[src/rtl/uart_wb_cmd_master.sv]
// uart_wb_cmd_master
//   ASCII command interpreter bridging a UART byte stream to a Wishbone
//   classic master. It accepts "R<addr>\n" and "W<addr> <data>\n" (hex,
//   either case, CR or LF terminator). It runs one single transfer per
//   command, with a timeout. It answers with read data in hex, 'K', 'E'
//   or 'T', and each answer ends in LF.
//
// Ports
//   clk, rst_n         clock, synchronous active-low reset
//   rx_data/rx_valid   incoming UART byte strobe
//   rx_drop            pulse: a byte arrived while busy and was discarded
//   tx_data/tx_valid/tx_ready  response byte stream (valid/ready)
//   wb_*               Wishbone classic master port
//   busy               high whenever the FSM is not idle
module uart_wb_cmd_master #(
  parameter int AW      = 32,
  parameter int DW      = 32,
  parameter int TIMEOUT = 255
) (
  input  logic            clk,
  input  logic            rst_n,
  input  logic [7:0]      rx_data,
  input  logic            rx_valid,
  output logic            rx_drop,
  output logic [7:0]      tx_data,
  output logic            tx_valid,
  input  logic            tx_ready,
  output logic [AW-1:0]   wb_adr_o,
  output logic [DW-1:0]   wb_dat_o,
  input  logic [DW-1:0]   wb_dat_i,
  output logic            wb_we_o,
  output logic [DW/8-1:0] wb_sel_o,
  output logic            wb_cyc_o,
  output logic            wb_stb_o,
  input  logic            wb_ack_i,
  input  logic            wb_err_i,
  output logic            busy
);

  typedef enum logic [2:0] {S_IDLE, S_ADDR, S_DATA, S_WB, S_RESP} state_t;
  typedef enum logic [1:0] {R_OK, R_ERR, R_TMO} resp_t;

  localparam int NDIG = DW / 4;
  localparam int IW   = $clog2(NDIG + 1);
  // The timeout counter only needs to reach TIMEOUT-1.
  localparam int CW   = (TIMEOUT > 1) ? $clog2(TIMEOUT) : 1;
  localparam logic [CW-1:0] TMO_LAST = CW'(TIMEOUT - 1);
  localparam logic [IW-1:0] RD_LAST  = IW'(NDIG);

  state_t          state, state_n;
  resp_t           resp, resp_n;
  logic            mode, mode_n;          // 1 = write
  logic [AW-1:0]   addr, addr_n;
  logic [DW-1:0]   data, data_n;          // write data, or latched read data
  logic [3:0]      naddr, naddr_n;        // saturating digit counts
  logic [3:0]      ndata, ndata_n;
  logic [CW-1:0]   tmo_cnt, tmo_n;
  logic [IW-1:0]   idx, idx_n;            // response byte index

  logic            hex_ok, is_term, is_sep;
  logic [3:0]      nib;
  logic [IW-1:0]   last_idx;
  logic [DW-1:0]   shifted;

  function automatic logic [4:0] hex_dec(input logic [7:0] b);
    logic [7:0] t;
    t = 8'h00;
    if (b >= 8'h30 && b <= 8'h39) begin
      t = b - 8'h30;
      return {1'b1, t[3:0]};
    end
    if (b >= 8'h61 && b <= 8'h66) begin
      t = b - 8'h57;
      return {1'b1, t[3:0]};
    end
    if (b >= 8'h41 && b <= 8'h46) begin
      t = b - 8'h37;
      return {1'b1, t[3:0]};
    end
    return 5'b0;
  endfunction

  function automatic logic [7:0] hex_asc(input logic [3:0] n);
    return (n < 4'd10) ? 8'h30 + {4'h0, n} : 8'h57 + {4'h0, n};
  endfunction

  // NOTE: every signal assigned in this block gets a default first, so no
  // path leaves one unassigned and no latch is inferred.
  always_comb begin
    state_n = state;
    resp_n  = resp;
    mode_n  = mode;
    addr_n  = addr;
    data_n  = data;
    naddr_n = naddr;
    ndata_n = ndata;
    tmo_n   = tmo_cnt;
    idx_n   = idx;

    {hex_ok, nib} = hex_dec(rx_data);
    is_term  = (rx_data == 8'h0A) || (rx_data == 8'h0D);
    is_sep   = (rx_data == 8'h20);
    last_idx = (resp == R_OK && !mode) ? RD_LAST : IW'(1);

    unique case (state)
      S_IDLE: begin
        if (rx_valid && (rx_data == 8'h52 || rx_data == 8'h72 ||
                         rx_data == 8'h57 || rx_data == 8'h77)) begin
          state_n = S_ADDR;
          mode_n  = (rx_data == 8'h57 || rx_data == 8'h77);
          addr_n  = '0;
          data_n  = '0;
          naddr_n = '0;
          ndata_n = '0;
        end
      end
      S_ADDR: begin
        if (rx_valid) begin
          if (hex_ok) begin
            addr_n  = (addr << 4) | AW'(nib);
            naddr_n = (naddr == 4'hF) ? naddr : naddr + 4'd1;
          end else if (is_sep && mode && naddr != 4'd0) begin
            state_n = S_DATA;
          end else if (is_term && !mode && naddr != 4'd0) begin
            state_n = S_WB;
            tmo_n   = '0;
          end else begin
            state_n = S_RESP;
            resp_n  = R_ERR;
            idx_n   = '0;
          end
        end
      end
      S_DATA: begin
        if (rx_valid) begin
          if (hex_ok) begin
            data_n  = (data << 4) | DW'(nib);
            ndata_n = (ndata == 4'hF) ? ndata : ndata + 4'd1;
          end else if (is_term && ndata != 4'd0) begin
            state_n = S_WB;
            tmo_n   = '0;
          end else begin
            state_n = S_RESP;
            resp_n  = R_ERR;
            idx_n   = '0;
          end
        end
      end
      S_WB: begin
        // Error beats ack, and ack beats timeout expiry in the same cycle.
        state_n = S_RESP;
        idx_n   = '0;
        if (wb_err_i) begin
          resp_n = R_ERR;
        end else if (wb_ack_i) begin
          resp_n = R_OK;
          if (!mode) data_n = wb_dat_i;
        end else if (tmo_cnt == TMO_LAST) begin
          resp_n = R_TMO;
        end else begin
          state_n = S_WB;
          tmo_n   = tmo_cnt + CW'(1);
        end
      end
      S_RESP: begin
        if (tx_ready) begin
          if (idx == last_idx) state_n = S_IDLE;
          else                 idx_n   = idx + IW'(1);
        end
      end
      default: state_n = S_IDLE;
    endcase
  end

  // Response byte: hex digits MSB first for a read, else a single letter,
  // and always a trailing LF.
  always_comb begin
    tx_data = 8'h00;
    shifted = '0;
    if (state == S_RESP) begin
      if (idx == last_idx) begin
        tx_data = 8'h0A;
      end else begin
        unique case (resp)
          R_OK: begin
            if (mode) begin
              tx_data = 8'h4B;
            end else begin
              shifted = data >> (4 * (NDIG - 1 - int'(idx)));
              tx_data = hex_asc(shifted[3:0]);
            end
          end
          R_ERR:   tx_data = 8'h45;
          default: tx_data = 8'h54;
        endcase
      end
    end
  end

  // NOTE: sequential state uses non-blocking assignments only, so every
  // register samples pre-edge values regardless of statement order.
  always_ff @(posedge clk) begin
    if (!rst_n) begin
      state   <= S_IDLE;
      resp    <= R_OK;
      mode    <= 1'b0;
      addr    <= '0;
      data    <= '0;
      naddr   <= '0;
      ndata   <= '0;
      tmo_cnt <= '0;
      idx     <= '0;
      rx_drop <= 1'b0;
    end else begin
      state   <= state_n;
      resp    <= resp_n;
      mode    <= mode_n;
      addr    <= addr_n;
      data    <= data_n;
      naddr   <= naddr_n;
      ndata   <= ndata_n;
      tmo_cnt <= tmo_n;
      idx     <= idx_n;
      rx_drop <= rx_valid && (state == S_WB || state == S_RESP);
    end
  end

  // Bus outputs are gated by state so they read zero outside a transfer.
  assign wb_cyc_o = (state == S_WB);
  assign wb_stb_o = (state == S_WB);
  assign wb_we_o  = (state == S_WB) && mode;
  assign wb_adr_o = (state == S_WB) ? addr : '0;
  assign wb_dat_o = (state == S_WB && mode) ? data : '0;
  assign wb_sel_o = (state == S_WB) ? '1 : '0;
  assign tx_valid = (state == S_RESP);
  assign busy     = (state != S_IDLE);

endmodule
[config.mk]
export PLATFORM = sky130hd
export DESIGN_NAME = uart_wb_cmd_master
export DESIGN_NICKNAME = d
export VERILOG_FILES = /design/src/rtl/uart_wb_cmd_master.sv
export SDC_FILE = /design/constraint.sdc
export NUM_CORES = 1
export LEC_CHECK = 0
export BUFFER_PORTS_ARGS = -buffer_cell sky130_fd_sc_hd__clkbuf_2
export CAP_MARGIN = 25
export CORE_AREA = 10 10 134 124
export CTS_BUF_LIST = sky130_fd_sc_hd__clkbuf_16
export DETAILED_ROUTE_END_ITERATION = 6
export DIE_AREA = 0 0 144 134
export GPL_TIMING_DRIVEN = 0
export SLEW_MARGIN = 40
export SYNTH_ARGS = -nofsm -noshare
export SYNTH_HDL_FRONTEND = slang
export SYNTH_SLANG_ARGS = --single-unit
[constraint.sdc]
create_clock -name clk -period 4.6 [get_ports clk]
set_input_delay 0.23 -clock clk [delete_from_list [all_inputs] [get_ports clk]]
set_output_delay 0.23 -clock clk [all_outputs]
set_load 0.02 [all_outputs]
==> key figures, run 1 <==
Outcome
  – Status: finished, final reports clean

Yosys
  – #FFs+latches synth: 91
  – Post-Synthesis Net Count: 748
  – FFs w/ async S/R, synth: 0%
  – Mapped cell area: 0.005410 mm2
  – Yosys top cell by area: dfxtp_1
  – Synth top area share: 33.67%
  – Netlist cell types: 69
  – Syn Area/Cell: 7.841 um2
  – Ys Warns: 0
  – Leading post-synthesis cells by cell area: dfxtp_1 (34%), a21oi_1 (4.9%), a211oi_1 (4.6%)
  – Number of flops mapped to enable cells by yosys: 0
  – Synth Instances: 690
  – Seq/Total Area, Yosys: 33.67%
  – Ys flop type: dfxtp_1

Setup path
  – Slowest stage cell, crit path: buf_1
  – Crit-path cells: buf_2, buf_1, mux2i_1, o32ai_1, o21bai_1, ha_1, nand2_1, a211o_1, a21oi_1, clkbuf_2
  – Crit end category: output pin
  – Critical Path AT: 3.25 ns
  – Required @ worst endpoint: 4.37 ns
  – Delay of the slowest critical-path stage: around 0.55 ns
  – CP Launch Type: register
  – Critical path class: reg2out
  – Worst Path Max Fanout: 10

Pwr
  – Maximum vdd ir drop: 0.0001852 V
  – Pwr dens: around 440 mW/mm2
  – Total power: 2.862 mW
  – Leak pwr: approximately 2.5 nW

Floorplanning
  – Die Area: 0.01930 mm2
  – Die X-Extent: 144 um
  – Num rows: 41
  – IO Count: about 130
  – Die Y: 134 um
  – Core ar.: 0.01380 mm2
  – Initial Util: between 30% and 40%

CTS
  – Postcts setup bufs: 0
  – Max H-tree Level: 3
  – Clock latency at the later pin of the worst-skew pair: 0.35 ns
  – CTS tree: yes
  – Num CTS Buffers: 9
  – Root Driver: clkbuf_16
  – CTS Buffer Depth: 2
  – # hold bufs at CTS: 0
  – Clock sinks: 91
  – CTS resizes: 0
  – Clk slew on worst S/H paths: 0.07 ns

Timing
  – Max Slew Vio Count: 0
  – RSZ-0062 raised after global routing: false
  – Fin crit share: 75.60%
  – Setup tns final: 0 ns
  – Final critical-path setup slack: 1.123 ns
  – Fmax: 0.2876 GHz
  – Fin crit period: ~3.5 ns
  – Fin. Hold Viols: 0
  – # setup viols final: 0
  – Least-Margin Pin Slew: 0.7711 ns
  – Rel. slew slack: 48.05%
  – Clock Skew: between 0.007 and 0.008 ns

Finish
  – Finished Cell Area: 0.006554 mm2
  – Layout fillers: 1,405
  – Share of post-route cells with drive strength above 1: 20.99%
  – Fin nets: approximately 900
  – Synth-to-Final Area Change: 21.14%
  – Ant diodes: 0

Global routing
  – GRT Resource Usage Total: 18.72%
  – Number of global-route vias before repair: roughly 5,500
  – Grt ovf: 0
  – Largest net degree at the start of global routing: 17
  – First-pass GRT wire length: 29.51 mm
  – Initial antenna violation count: 0

Job
  – Max cap viols: 0

Place
  – Placed cell area: 0.006247 mm2
  – Buffers on Ports: between 100 and 150
  – Hpwl dp: 14.39 mm
  – GP Congestion: 0.9132
  – Worst slack at placement: 1.531 ns

Drt
  – WL per Instance: 18.68 um
  – DRT iter0 DRCs: 503
  – Router iterations before antenna repair: 5
  – Post-route antenna net violation count: 0
  – Residual DRC: 0
  – Via density: approximately 5.8
  – Final WL: 18.70 mm
  – DR vias: 5,758

Worst hold path
  – Hold WC Path Type: in2reg
==> synthesized netlist by cell type, drive strengths merged, types with 4 or more instances <==
cell type,number
dfxtp,91
nand2,65
a21oi,53
nand3,47
nor2,47
clkbuf,46
and3,37
a211oi,34
and2,34
a22oi,32
o21ai,23
buf,19
inv,16
mux2i,13
ha,12
nor3,11
nand2b,7
a31oi,6
or3,6
nor2b,5
nor3b,5
nor4,5
o21bai,5
or4,5
nand4,4
==> flip-flops by register name (all words and copies together), names as in the netlist <==
signal,count
mode,1
rx_drop,1
tmo_cnt,8
naddr,4
data,32
idx,4
ndata,4
state,3
resp,2
addr,32
==> worst max-delay path, delay by kind of cell (launching register included) <==
kind,cells,cell delay (ns)
buf+inv,3,1.03
compound gates,4,0.94
flops,1,0.34
mux,1,0.26
fa+ha+maj,1,0.25
simple gates,1,0.06
==> placed cells by master, fill, tap and decap left out, types with 6 or more instances in the layout <==
cell type / n
nand2_1: 65
o21ai_0: 22
and2_1: 34
dfxtp_1: 91
buf_4: 6
clkbuf_1: 46
and3_1: 37
a22oi_1: 32
a31oi_1: 6
or3_1: 6
nand2b_1: 7
mux2i_1: 13
a211oi_1: 33
nor3_1: 9
buf_2: 10
clkbuf_2: 123
nand3_1: 47
nor2_1: 47
ha_1: 12
clkbuf_16: 9
a21oi_1: 53
inv_1: 15
==> report_power, final <==
| group | total [mW] | switching [mW] | internal [mW] |
|---|---|---|---|
| logic | 1.08 | 0.731 | 0.350 |
| clock network | 0.755 | 0.330 | 0.425 |
| registers | 1.03 | 0.122 | 0.904 |
==> area by class of cell <==
cell class | count | area, um2 | share of cell area, %
inverter | 17 | 63.81 | 0.9737
multi-input combinational | 517 | 3258 | 49.71
sequential | 91 | 1822 | 27.80
buffer | 65 | 279.0 | 4.257
clock buffer | 9 | 225.2 | 3.436
tap | 172 | 215.2 | 3.284
timing repair buffer | 123 | 615.6 | 9.393
clock inverter | 7 | 75.07 | 1.145
==> logic make-up (layout without fill, tap and decap cells) <==
group           after synthesis  in the layout  synth area share, %
compound gates              186            186                23.38
xor+xnor                      5              5               0.8096
fa+ha+maj                    12             12                2.775
buf+inv                      82            221                6.337
flops                        91             91                33.67
mux                          18             18                3.862
other cells                   1              1              0.06931
simple gates                295            295                29.09
==> final timing paths <==
| kind | from | end | slack (ns) | cells past startpoint |
|---|---|---|---|---|
| setup reg to reg | state[1] | tmo_cnt[3] | 1.46 | 8 |
| hold / removal | wb_dat_i[2] | data[2] | 0.16 | 3 |
| setup / recovery | idx[0] | tx_data[4] | 1.12 | 10 |
| hold reg to reg | addr[30] | addr[30] | 0.46 | 2 |
==> metrics by stage <==
stage	utilization, %	instances	hold WS [ns]
after floorplan	-	690	0.3827
after global placement	45.23	985	0.4392
after global routing	47.49	1001	0.1789
after CTS	47.45	1001	0.1428
final	47.49	1001	0.1603
after detailed placement	45.27	985	0.4511
==> layer usage <==
| metal | wire length, um | global-route usage, % | vias up | share of wire (%) |
|---|---|---|---|---|
| li1 | - | - | 2786 | - |
| met1 | 8407 | 24.31 | 2773 | 45 |
| met2 | 8753 | 30.12 | 181 | 47 |
| met3 | 1278 | 4.448 | 18 | 6.8 |
| met4 | 258 | 5.159 | 0 | 1.4 |
| met5 | 0 | 0 | - | 0 |
Note: power is estimated with default switching activity, not from simulation.
==> inputs of run 2 (changes only) <==
- ABC_AREA: unset -> 1
- CORE_AREA: 10 10 134 124 -> 10 10 135 124
- DIE_AREA: 0 0 144 134 -> 0 0 145 134
- clock period: 4.6 -> 3.36 ns (I/O delays scaled with it)
==> run 2 against run 1 <==
- synthesized cell count up 28%
- utilization about the same
- final cell count up 22%
- critical path depth up 3
- design area up 0.73%
- first-iteration DRC count down 11%
- combinational power up 88%
- wire length down 6.1%
- setup slack worse by 0.48 ns
- critical endpoint is now tx_data[2]
- highest routed layer unchanged
==> key figures, run 2 <==
Floorplanning
  – Die X-Extent: 145 um (+0.69%)
  – Num rows: 41 (unchanged)
  – Die Area: 0.01943 mm2 (+0.69%)
  – Initial Util: 39.23% (about the same)
  – IO Count: 128 (unchanged)
  – Die Y: 134 um (unchanged)
  – Core ar.: 0.01390 mm2 (+0.74%)

Yosys
  – Ys Warns: 0 (unchanged)
  – Ys flop type: dfxtp_1
  – Seq/Total Area, Yosys: 33.40% (-0.27 points)
  – Syn Area/Cell: 6.170 um2 (-21%)
  – Leading post-synthesis cells by cell area: dfxtp_1 (33%), nand2_1 (17%), a21oi_1 (8.4%)
  – Number of flops mapped to enable cells by yosys: 0 (unchanged)
  – Synth Instances: 884 (+28%)
  – Netlist cell types: 37 (-46%)
  – Yosys top cell by area: dfxtp_1
  – Commonest cells in the netlist: nand2_1 (251), nor2_1 (116), inv_1 (103)
  – Post-Synthesis Net Count: 942 (+26%)
  – Mapped cell area: 0.005454 mm2 (+0.81%)
  – Most frequent cell after synthesis: nand2_1
  – Synth top area share: 33.40% (-0.27 points)
  – #FFs+latches synth: 91 (unchanged)
  – FFs w/ async S/R, synth: 0% (unchanged)

Global routing
  – Initial antenna violation count: 0 (unchanged)
  – Largest net degree at the start of global routing: 16 (-1)
  – GRT Resource Usage Total: 17.65% (-1.1 points)
  – Number of global-route vias before repair: 5,483 (-0.96%)
  – First-pass GRT wire length: 28.41 mm (-3.7%)
  – Grt ovf: 0 (unchanged)

Timing
  – Clock Skew: 0.003735 ns (-0.003412 ns)
  – Fin. Hold Viols: 0 (unchanged)
  – Fmax: around 0.37 GHz
  – Max Slew Vio Count: 0 (unchanged)
  – Least-Margin Pin Slew: 0.7132 ns (-0.05789 ns)
  – Rel. slew slack: 52.45% (+4.4 points)
  – Fin crit period: ~2.7 ns
  – Fin crit share: 80.95%
  – Final critical-path setup slack: 0.6401 ns (-0.4824 ns)
  – Setup tns final: 0 ns (unchanged)
  – RSZ-0062 raised after global routing: false
  – # setup viols final: 0 (unchanged)

Finish
  – Layout fillers: 1,555 (+11%)
  – Area of the multi-input gates: 0.002957 mm2 (-9.3%)
  – Share of post-route cells with drive strength above 1: 18.24% (-2.7 points)
  – Storage cell area: 0.001822 mm2 (unchanged)
  – Ant diodes: 0 (unchanged)
  – Top flop regs: addr: 32 flops, data: 32 flops, tmo_cnt: 8 flops
  – Commonest non-fill, non-tap cell in the layout: nand2_1
  – Finished Layout Cells: 1,218 (+22%)
  – Most frequent cells in the layout: nand2_1 (251), clkbuf_2 (126), nor2_1 (116)
  – Synth-to-Final Area Change: 21.04% (about the same)
  – Fin nets: 1,078 (+22%)

CTS
  – Postcts setup bufs: 0 (unchanged)
  – # hold bufs at CTS: 0 (unchanged)
  – CTS tree: yes
  – CTS Buffer Depth: 2 (unchanged)
  – Clock sinks: 91 (unchanged)
  – Max H-tree Level: 3 (unchanged)
  – Root Driver: clkbuf_16
  – Num CTS Buffers: 9 (unchanged)
  – Clk slew on worst S/H paths: 0.06 ns (about the same)
  – CTS resizes: 0 (unchanged)
  – Clock latency at the later pin of the worst-skew pair: 0.35 ns (about the same)

Setup path
  – R2R depth: 9 (+1)
  – Critical path class: reg2out
  – Critical R2R Launch: state[1]
  – CP startpoint: idx[0]
  – R2R Path End: tmo_cnt[1]
  – Worst Path Max Fanout: 10 (unchanged)
  – Top Family by Delay on Critical Path: buffers and inverters
  – Required @ worst endpoint: 3.19 ns (-1.18 ns)
  – Crit-path cells: clkbuf_1, a21oi_1, o21ai_0, nand3_1, nand3_1, ha_1, inv_1, nand2_1, nand2_1, nand2_1, nand3_1, a21oi_1, clkbuf_2
  – R2R Setup Slk: 1.19 ns (-0.27 ns)
  – WP buf/inv: 3 (unchanged)
  – Slowest stage cell, crit path: dfxtp_1
  – Delay of the slowest critical-path stage: 0.44 ns (-0.11 ns)
  – Crit end category: output pin
  – Critical Path AT: 2.55 ns (-0.70 ns)
  – CP Launch Type: register

Pwr
  – Leak pwr: 2.944 nW (+16%)
  – Pwr dens: 674.4 mW/mm2 (+54%)
  – Maximum vdd ir drop: 0.0004307 V (+130%)
  – Total power: 4.452 mW (+56%)

Worst hold path
  – Hold WC Path Type: in2reg
  – Hold Path Origin: wb_err_i
  – WHS Endpoint: resp[0]
  – Hold Path Depth: 3 (unchanged)

Drt
  – WL per Instance: 14.42 um (-23%)
  – Residual DRC: 0 (unchanged)
  – DR vias: 5,948 (+3.3%)
  – Post-route antenna net violation count: 0 (unchanged)
  – DRT iter0 DRCs: 446 (-11%)
  – Router iterations before antenna repair: 5 (unchanged)
  – Via density: 4.883 (-15%)
  – Final WL: 17.56 mm (-6.1%)

Place
  – Worst slack at placement: 1.037 ns (-0.4940 ns)
  – DP Cell Count: 1,202 (+22%)
  – GP Congestion: 0.8654 (-5.2%)
  – Hpwl dp: 13.46 mm (-6.4%)
  – Buffers on Ports: 125 (+1.6%)

Outcome
  – Status: finished, final reports clean

Job
  – Max cap viols: 0 (unchanged)
==> run 2: changes by cell type after synthesis, sizes merged, moves of 13 or more <==
cell	change
a211oi	-33
and3	-36
a21oi	+41
mux2i	-13
nand2	+189
clkbuf	-23
nor2	+72
inv	+103
and2	-34
==> run 2: worst max-delay path by stage <==
| stage | endpoint | slack [ns] | depth (start not counted) |
|---|---|---|---|
| 2_1_floorplan | tx_data[2] | 1.39 | 12 |
| 3_3_place_gp | tx_data[2] | 1.06 | 13 |
| 3_5_place_dp | tx_data[2] | 1.04 | 13 |
| 4_1_cts | tx_data[2] | 0.65 | 13 |
| 5_1_grt | tx_data[2] | 0.42 | 13 |
| 6_report | tx_data[2] | 0.64 | 13 |
==> run 2: final cells by class <==
| class | instances | share of cell area (%) |
|---|---|---|
| buffer | 46 | 3.374 |
| clock buffer | 9 | 3.412 |
| clock inverter | 7 | 0.8150 |
| inverter | 121 | 6.880 |
| multi-input combinational | 626 | 44.79 |
| sequential | 91 | 27.60 |
| tap | 193 | 3.658 |
| timing repair buffer | 125 | 9.477 |
==> run 2: stage by stage <==
stage,hold slack (ns),utilization (%),area (um2)
global placement,0.4393,45.47,6321
CTS,0.07935,47.48,6600
floorplan,0.2888,-,5454
global route,0.1017,47.48,6601
detailed placement,0.4452,45.47,6321
finish,0.08687,47.48,6601
==> run 2: where the power goes <==
part           internal [mW]  switching [mW]
Combinational          0.630            1.40
Sequential              1.29           0.137
Clock                  0.563           0.431
==> run 2: cells by family after synthesis <==
logic type	Yosys count	synth area share [%]
and+or+nand+nor	447	33.79
buffers and inverters	167	12.39
AOI/OAI and AO/OA	158	16.31
DFF	91	33.40
adders and majority gates	12	2.753
xor gates and xnor gates	8	1.285
other	1	0.06876
==> run 2: worst min-delay path: stages <==
cell and delay [ns]:
clkbuf_2 0.11, nor3_1 0.06, nor2_1 0.07
==> run 2: per-layer routing <==
layer	vias to the layer above	global-route usage, %	wire (um)
li1	3058	-	-
met1	2697	24.73	8617
met2	180	26.25	7583
met3	13	4.338	1164
met4	0	4.649	198
met5	-	0	0
==> inputs of run 3 (changes only) <==
- clock period: 3.36 -> 2.55 ns (I/O delays scaled with it)
==> run 3 against run 2 <==
- design area rose by 0.57%
- final cell count barely moved
- utilization rose by 0.27 points
- sequential cell count did not move
- largest cell class unchanged
- critical endpoint unchanged
- sequential share of layout area fell by 0.10 points
- power rose by 34%
- largest power group unchanged
- setup slack got worse by 0.48 ns
- via count fell by 0.64%
==> key figures, run 3 (synthesized netlist as in run 2, its figures left out) <==
Timing
  – Fin crit period: 2.391 ns
  – Max Slew Vio Count: 0 (unchanged)
  – Setup tns final: 0 ns (unchanged)
  – Clock Skew: 0.003881 ns (+0.0001464 ns)
  – Fin crit share: 93.77%
  – Least-Margin Pin Slew: 0.6600 ns (-0.05314 ns)
  – RSZ-0062 raised after global routing: false
  – Fin. Hold Viols: 0 (unchanged)
  – Fmax: 0.4182 GHz
  – Rel. slew slack: 56.00% (+3.5 points)
  – # setup viols final: 0 (unchanged)

Floorplanning
  – Core ar.: 0.01390 mm2 (unchanged)
  – Die Area: 0.01943 mm2 (unchanged)
  – Die Y: 134 um (unchanged)
  – Die X-Extent: 145 um (unchanged)
  – Initial Util: 39.23% (unchanged)
  – Num rows: 41 (unchanged)
  – IO Count: 128 (unchanged)

Pwr
  – Maximum vdd ir drop: 0.0005684 V (+32%)
  – Pwr dens: 895.3 mW/mm2 (+33%)
  – Leak pwr: 2.957 nW (+0.46%)

Place
  – DP Cell Count: 1,202 (unchanged)
  – Buffers on Ports: 125 (unchanged)
  – Hpwl dp: 13.46 mm (unchanged)
  – GP Congestion: 0.8654 (unchanged)

CTS
  – Clock sinks: 91 (unchanged)
  – Postcts setup bufs: 0 (unchanged)
  – Max H-tree Level: 3 (unchanged)
  – CTS Buffer Depth: 2 (unchanged)
  – Root Driver: clkbuf_16
  – Clk slew on worst S/H paths: 0.06 ns (about the same)
  – CTS tree: yes
  – Clock latency at the later pin of the worst-skew pair: 0.35 ns (about the same)
  – # hold bufs at CTS: 0 (unchanged)
  – Num CTS Buffers: 9 (unchanged)

Worst hold path
  – WHS Endpoint: resp[0]
  – Hold Path Origin: wb_err_i
  – Hold WC Path Type: in2reg
  – Hold Path Depth: 3 (unchanged)

Global routing
  – First-pass GRT wire length: 28.41 mm (unchanged)
  – GRT Max-Usage Layer: met2
  – Number of global-route vias before repair: 5,483 (unchanged)
  – Grt ovf: 0 (unchanged)
  – Initial antenna violation count: 0 (unchanged)
  – GR met3 Demand/Resource: 4.338% (unchanged)
  – GR Layer Usage met1: 24.73% (unchanged)
  – Met2 Track Usage GR: 26.25% (unchanged)
  – Largest net degree at the start of global routing: 16 (unchanged)
  – GRT Resource Usage Total: 17.65% (unchanged)

Finish
  – Ant diodes: 0 (unchanged)
  – Fin nets: 1,077 (-0.093%)
  – Share of post-route cells with drive strength above 1: 19.14% (+0.90 points)
  – Synth-to-Final Area Change: 21.73%
  – Finished Layout Cells: 1,217 (-0.082%)
  – Top flop regs: addr: 32 flops, data: 32 flops, tmo_cnt: 8 flops
  – Commonest non-fill, non-tap cell in the layout: nand2_1
  – Most frequent cells in the layout: nand2_1 (251), clkbuf_2 (127), nor2_1 (116)
  – Finished Core Util: 47.75% (+0.27 points)

Setup path
  – Critical R2R Launch: state[1]
  – Required @ worst endpoint: 2.42 ns (-0.77 ns)
  – Worst Path Max Fanout: 10 (unchanged)
  – R2R Path End: tmo_cnt[1]
  – Critical path class: reg2out
  – Critical Path AT: 2.26 ns (-0.29 ns)
  – Crit end category: output pin
  – CP Launch Type: register
  – CP startpoint: idx[0]
  – R2R depth: 9 (unchanged)
  – R2R Setup Slk: 0.34 ns (-0.85 ns)

Outcome
  – Status: finished, final reports clean

Drt
  – DRT iter0 DRCs: 549 (+23%)
  – Residual DRC: 0 (unchanged)
  – Router iterations before antenna repair: 5 (unchanged)
  – Post-route antenna net violation count: 0 (unchanged)
  – WL per Instance: 14.45 um (+0.22%)
  – Via density: 4.856 (-0.56%)
  – DR vias: 5,910 (-0.64%)
  – Final WL: 17.59 mm (+0.14%)

Job
  – Max cap viols: 0 (unchanged)
-- run 3: timing repair --
| action | in CTS | in global routing |
|---|---|---|
| resized for setup | 3 | 16 |
| endpoints found under the setup margin | 2 | 8 |
| pin swaps | 0 | 1 |
-- run 3: worst max path at each step --
stage                            end  slack [ns]  cells after the start
final                     tx_data[2]        0.16                     13
after global routing      tx_data[2]       0.003                     13
after CTS                 tx_data[2]        0.04                     13
after detailed placement  tx_data[2]        0.27                     13
after global placement    tx_data[2]        0.29                     13
after floorplan           tx_data[2]        0.62                     12
-- run 3: where the power goes --
group	switching, mW	internal, mW	total (mW)
clock	0.566	0.741	1.31
sequential	0.184	1.70	1.89
combinational	1.88	0.866	2.75
-- run 3: metrics by stage --
step / hold slack [ns] / power [mW] / cell area [um2] / setup slack [ns]
after floorplan: 0.2483 / 3.846 / 5454 / 0.6157
after detailed placement: 0.4047 / 4.544 / 6321 / 0.2673
after global placement: 0.3988 / 4.540 / 6321 / 0.2933
final: 0.04400 / 5.944 / 6639 / 0.1589
after CTS: 0.03885 / 5.869 / 6604 / 0.03636
after global routing: 0.06116 / 6.457 / 6639 / 0.003411
-- run 3: layout make-up --
class	instances	area [um2]
clock buffers	9	225.2
plain buffers	45	230.2
fillers	1547	7263
inverters	121	454.2
clock inverters	7	53.80
well taps	193	241.5
multi-input cells	626	2980
repair buffers	125	628.1
flip-flops and latches	91	1826
-- run 3: critical path: stages, from the launching register on --
cell and delay [ns]:
dfxtp_4 0.38, inv_2 0.07, buf_4 0.18, o21ai_0 0.26, nand3_1 0.13, nand3_2 0.12, ha_2 0.20, inv_1 0.04
nand2_1 0.05, nand2_1 0.05, nand2_1 0.06, nand3_1 0.07, a21oi_1 0.14, buf_4 0.16
-- run 3: per-layer routing --
| layer | vias up | share of wire (%) |
|---|---|---|
| li1 | 3052 | - |
| met1 | 2693 | 50 |
| met2 | 148 | 43 |
| met3 | 17 | 5.7 |
| met4 | 0 | 1.3 |
| met5 | - | 0 |
